===== config.mk =====
export PLATFORM = sky130hd
export DESIGN_NAME = alu_arbiter
export DESIGN_NICKNAME = d
export VERILOG_FILES = /design/src/rtl/alu_arbiter.sv
export SDC_FILE = /design/constraint.sdc
export NUM_CORES = 1
export LEC_CHECK = 0
export CAP_MARGIN = 20
export CORE_AREA = 2 2 141 116
export DETAILED_ROUTE_END_ITERATION = 7
export DIE_AREA = 0 0 143 118
export HOLD_SLACK_MARGIN = 0.05
export PLACE_DENSITY = 0.67
export SETUP_SLACK_MARGIN = 0.05
export SYNTH_ARGS = -nofsm -noshare
export SYNTH_HDL_FRONTEND = slang
export SYNTH_SLANG_ARGS = --single-unit

===== constraint.sdc =====
create_clock -name clk -period 4.6 [get_ports clk]
set_clock_uncertainty 0.15 [all_clocks]
set_input_delay 0.46 -clock clk [delete_from_list [all_inputs] [get_ports clk]]
set_output_delay 0.46 -clock clk [all_outputs]
set_load 0.1 [all_outputs]

===== src/rtl/alu_arbiter.sv =====
// Round-robin front end that lets two 4-phase requesters share one combinational ALU.
// A transaction latches the winner's operands, waits out mul/div latency, captures the result, then holds ack until req drops.

`ifndef OP_AND
`define OP_AND    6'd0
`define OP_OR     6'd1
`define OP_ADD    6'd2
`define OP_XOR    6'd3
`define OP_SUB    6'd6
`define OP_SLT    6'd7
`define OP_MULT   6'd8
`define OP_DIV    6'd9
`define OP_REMDER 6'd10
`define OP_NOR    6'd12
`endif

module alu_arbiter #(
    parameter int unsigned MULDIV_WAIT = 4
) (
    input  logic        clk,
    input  logic        rst,
    input  logic        req0,
    input  logic        req1,
    input  logic [5:0]  op0,
    input  logic [5:0]  op1,
    input  logic [31:0] a0,
    input  logic [31:0] b0,
    input  logic [31:0] a1,
    input  logic [31:0] b1,
    output logic        ack0,
    output logic        ack1,
    output logic [31:0] alu_a,
    output logic [31:0] alu_b,
    output logic [5:0]  alu_ctrl,
    input  logic [31:0] alu_result,
    input  logic        alu_zero,
    input  logic        alu_ovf,
    input  logic        alu_cout,
    input  logic        alu_neg,
    output logic [31:0] result,
    output logic        zero,
    output logic        overflow,
    output logic        carry,
    output logic        negative,
    output logic        busy,
    output logic        grant
);

    localparam int CW = (MULDIV_WAIT > 0) ? $clog2(MULDIV_WAIT + 1) : 1;

    typedef enum logic [1:0] {IDLE, EXEC, ACK} state_t;

    state_t        state, next_state;
    logic [CW-1:0] cnt;
    logic          last;
    logic          ack_on;

    logic          winner;
    logic          req_g;
    logic          is_muldiv;
    logic [5:0]    win_op;
    logic [31:0]   win_a, win_b;

    logic          do_latch, do_dec, do_capture, do_ack_set, do_ack_clr;

    // On a tie the requester not served last wins; a lone requester always wins.
    assign winner    = (req0 && req1) ? ~last : req1;
    assign win_op    = winner ? op1 : op0;
    assign win_a     = winner ? a1  : a0;
    assign win_b     = winner ? b1  : b0;
    assign is_muldiv = (win_op == `OP_MULT) || (win_op == `OP_DIV) || (win_op == `OP_REMDER);
    assign req_g     = grant ? req1 : req0;

    // NOTE: sequential state uses non-blocking assignments so every flop samples pre-edge values.
    always_ff @(posedge clk or posedge rst) begin
        if (rst) state <= IDLE;
        else     state <= next_state;
    end

    // NOTE: every output of this block gets a default first, so no path can infer a latch.
    always_comb begin
        next_state = state;
        do_latch   = 1'b0;
        do_dec     = 1'b0;
        do_capture = 1'b0;
        do_ack_set = 1'b0;
        do_ack_clr = 1'b0;
        case (state)
            IDLE: begin
                if (req0 || req1) begin
                    do_latch   = 1'b1;
                    next_state = EXEC;
                end
            end
            EXEC: begin
                if (cnt != '0) begin
                    do_dec = 1'b1;
                end else begin
                    do_capture = 1'b1;
                    next_state = ACK;
                end
            end
            ACK: begin
                // Ack is raised on the first ACK edge regardless of req, so an early drop still sees one ack cycle.
                if (!ack_on) begin
                    do_ack_set = 1'b1;
                end else if (!req_g) begin
                    do_ack_clr = 1'b1;
                    next_state = IDLE;
                end
            end
            default: next_state = IDLE;
        endcase
    end

    always_ff @(posedge clk or posedge rst) begin
        if (rst) begin
            cnt      <= '0;
            last     <= 1'b1;
            grant    <= 1'b0;
            ack_on   <= 1'b0;
            alu_a    <= '0;
            alu_b    <= '0;
            alu_ctrl <= '0;
            result   <= '0;
            zero     <= 1'b0;
            overflow <= 1'b0;
            carry    <= 1'b0;
            negative <= 1'b0;
        end else begin
            if (do_latch) begin
                grant    <= winner;
                alu_a    <= win_a;
                alu_b    <= win_b;
                alu_ctrl <= win_op;
                cnt      <= is_muldiv ? CW'(MULDIV_WAIT) : '0;
            end
            if (do_dec) cnt <= cnt - CW'(1);
            if (do_capture) begin
                result   <= alu_result;
                zero     <= alu_zero;
                overflow <= alu_ovf;
                carry    <= alu_cout;
                negative <= alu_neg;
            end
            if (do_ack_set) ack_on <= 1'b1;
            if (do_ack_clr) begin
                ack_on <= 1'b0;
                last   <= grant;
            end
        end
    end

    assign busy = (state != IDLE);
    assign ack0 = ack_on & ~grant;
    assign ack1 = ack_on & grant;

endmodule


Yosys cells after proc, flatten, opt, wreduce, memory -nomap -nowiden
Cells that the tools add are included.
{ "word_totals": {"out_inout_bits": 110, "inputBits": 180, "regBits": 114, "wordCells": 63} }
{ "op_classes": {"n_eq_ne": 9, "muxes": 26, "reduce_logical": 10, "bitwise_logic": 4, "addsub": 1} }
{ "op_table": {"columns": ["op", "count"], "rows": [
  ["32-bit two-way mux", 2],
  ["6-bit by 4-bit equality test with 1-bit output, second input constant", 3],
  ["1-bit two-way mux", 15],
  ["3-bit two-way mux", 3],
  ["2-bit two-way mux", 4],
  ["2-bit inequality test, second input constant", 4],
  ["6-bit two-way mux", 1],
  ["2-bit one-hot mux with 3 select lines", 1],
  ["2-bit nonzero test", 3],
  ["4-bit AND reduction", 1],
  ["1-bit logical OR", 3],
  ["3-bit nonzero test", 1],
  ["3-bit by 1-bit subtractor with 3-bit output, second input constant", 1],
  ["1-bit AND", 2],
  ["2-bit by 1-bit equality test with 1-bit output, second input constant", 1],
  ["2-bit equality test, second input constant", 1],
  ["2-bit zero test", 1],
  ["1-bit NOT", 2],
  ["1-bit logical AND", 1]
]} }

Logic depth before layout (Yosys ltp)
{ "logic_depth": {"depth_word": 9, "depth_mapped": 7, "mapped_depth_nobuf": 6} }

Worst setup path after synthesis
No wires, ideal clock.
{ "synth_path": {"path_type": "register -> output", "start": "reg grant", "end": "out ack0", "required_time_ns": 3.990, "stages_incl_launch_ff": 2, "arrival_ns": 2.261, "n_path_buf": 0, "setup_slack_ns": 1.729, "cell_sequence": "dfrtp_1 > nor2b_1"} }
{ "synth_between": {"elab_chain_len": 2} }
{ "synth_rtl": {"columns": ["item", "line_no", "text"], "rows": [
  ["from (decl)", "46", "output logic grant"],
  ["from (signal assigned)", "132", "grant <= winner;"],
  ["1-bit NOT", "155", "assign ack0 = ack_on & ~grant;"],
  ["1-bit AND", "155", null],
  ["to (decl)", "30", "output logic ack0,"]
]} }
No other way between the ends.

Worst setup path in the final report
Same ends and word-level chain as after synthesis.

==> flow_metrics.py <==
metrics = {
    "synthesis": {
        "syn_nets": 611,
        "seq_area_frac_synth": 0.568,
        "synth-edff-count": 0,
        "synth_top_flop_cell": "dfrtp_1",
        "synth_area_um2": 5020,
        "ys_warn_count": 0,
        "synth_area_leader_cell": "dfrtp_1",
        "synth_cells": 429,
        "synth.distinct_cells": 35,
        "synth_top_area_share": 0.563,
        "avgSynthCellArea_um2": 11.7,
        "ys_top_cells_by_area": "dfrtp_1 (56%), mux2i_1 (14%), mux2_2 (8.1%), o21ai_1 (5.9%), nand2_1 (5.7%)",
        "synth_most_common_cell": "dfrtp_1",
        "async_flop_share": 1.00,
        "ys_top_cells_by_count": "dfrtp_1 (113), nand2_1 (76), mux2i_1 (71), o21ai_1 (59), mux2_2 (36)",
        "ys_seq_elements": 114,
    },
    "routing": {
        "viasPerCell": 4.50,
        "drt_iter0_markers": 169,
        "post_drt_wl_per_cell_um": 15.3,
        "first_pass_iters": 4,
        "drt_wl_total_mm": 14.4,
        "postRouteAntennaNets": 0,
        "vias": 4248,
        "drc": 0,
    },
    "floorplan": {
        "dieArea_um2": 16900,
        "rows": 41,
        "start_util": 0.325,
        "core_area_um2": 15400,
        "pin_count": 290,
        "fp.dieW_um": 143,
        "die_y_um": 118,
    },
    "timing": {
        "fin_crit_ns": 2.74,
        "hold_viol": 0,
        "drv_slew": 0,
        "max_slew_margin": 0.317,
        "setup_viol": 0,
        "tns_ns": 0,
        "fin_crit_sh": 0.595,
        "max_freq_mhz": 365,
        "rsz0062_at_grt": "false",
        "worstMarginPinSlew_ns": 1.02,
        "fin_ws_ns": 1.86,
    },
    "setup_path": {
        "worst_setup_path_start_kind": "register",
        "crit_type": "reg -> out",
        "r2r_end": "alu_b[26]",
        "critPathArrivalTime_ns": 2.13,
        "end_kind": "output port",
        "worstPathRequired_ns": 3.99,
        "r2r-start": "state[1]",
        "r2r_slack_ns": 2.45,
        "rr_worst_depth": 4,
        "worstPathMaxFanout": 6,
        "cp-endpoint": "ack0",
        "critPathLaunch": "grant",
    },
    "clocking": {
        "numCtsBuffers": 17,
        "cts_root_buf": "clkbuf_16",
        "cts.sink_count": 114,
        "cts_resized": 0,
        "clk_transition_reported_paths_ns": 0.05,
        "cts_buffer_depth": 2,
        "holdBufCountCts": 0,
        "postCtsSetupRepairBufs": 0,
        "worstSkewPairLatency_ns": 0.40,
        "cts_tree": "built",
        "htree_levels": 4,
    },
    "layout": {
        "multiInputGateArea_um2": 1980,
        "area_growth_pct": 72.7,
        "fin_nets": 899,
        "fillerInstances": 1340,
        "regArea_um2": 2850,
        "drive_above_1_share": 0.112,
        "insertedDiodeCount": 0,
    },
    "global_routing": {
        "overflow": 0,
        "grt_usage": 0.174,
        "grt_pass1_vias": 4557,
        "grt_pass1_wl_mm": 22.8,
        "antenna_found_initial": 0,
        "grt_max_degree": 95,
    },
    "place": {
        "gp_congestion": 0.758,
        "post-place-ws_ns": 1.77,
        "dp.final_hpwl_mm": 11.0,
        "port_buffers": 289,
    },
    "run": {
        "cap_violations": 0,
    },
    "status": {
        "status": "finished, final reports clean",
    },
    "min_path": {
        "hold_class": "in -> async",
    },
}
[cell families after synthesis]
group,after synthesis,synth area share
DFF,114,0.568
muxes,107,0.222
adders and majority gates,2,0.00498
and+or+nand+nor,93,0.0787
buffers and inverters,32,0.0423
AOI/OAI and AO/OA,81,0.0837
[cell type report]
class,instances,area share
clock buffer,23,0.0563
clock inverter,9,0.0120
inverter,4,0.00202
multi-input combinational,283,0.228
sequential,114,0.329
tap,215,0.0310
timing repair buffer,297,0.342
[through the flow]
step / hold slack, ns / area [um^2] / cells / utilization
detailed placement: 0.322 / 8080 / 913 / 0.523
CTS: 0.287 / 8670 / 945 / 0.562
finish: 0.285 / 8670 / 945 / 0.562
floorplan: 0.308 / 5020 / 429 / -
global placement: 0.314 / 8080 / 913 / 0.523
global route: 0.342 / 8670 / 945 / 0.562
[state kept, by name, indices dropped and copies added (netlist names)]
signal and flops:
alu_ctrl 6, alu_a 32, negative 1, cnt 3, zero 1, last 1
carry 1, overflow 1, result 32, grant 1, state 2, ack_on 1
alu_b 32
[cells in the final DEF (no fill, tap or decap), types with 2 or more instances in the layout]
master	Yosys	final
buf_4	4	7
bufinv_16	0	2
clkbuf_1	4	2
clkbuf_16	0	17
clkbuf_8	0	4
clkdlybuf4s50_1	0	289
clkinv_2	0	4
clkinvlp_4	0	2
dfrtp_1	113	113
ha_1	2	2
inv_1	4	3
mux2_2	36	36
mux2i_1	71	71
nand2_1	76	76
nand2b_1	2	2
nand3b_1	2	2
nor2_1	3	3
o21ai_0	15	15
o21ai_1	59	59
or2_4	1	2
[routing by layer]
layer	track usage	wire [um]	vias to the layer above
met5	0	0	-
met4	0.0712	269	0
met3	0.0566	1230	21
met2	0.302	7210	172
met1	0.196	5710	1993
li1	-	-	2062
[how the worst min path moves through the flow]
stage	startpoint	to	slack, ns	cells after the start
3_3_place_gp	alu_a[25]	alu_a[25]	0.31	2
6_report	rst	result[24]	0.29	2
3_5_place_dp	alu_a[24]	alu_a[24]	0.32	2
4_1_cts	rst	result[24]	0.29	2
2_1_floorplan	last	last	0.31	2
5_1_grt	rst	result[24]	0.34	2
[critical path: stages, from the launching register on]
cell and delay [ns]:
dfrtp_1 0.44, nor2b_1 0.14, clkdlybuf4s50_1 1.15
Power is not shown: default switching activity piles up to over one toggle a cycle in this logic, so the estimate is an artifact.
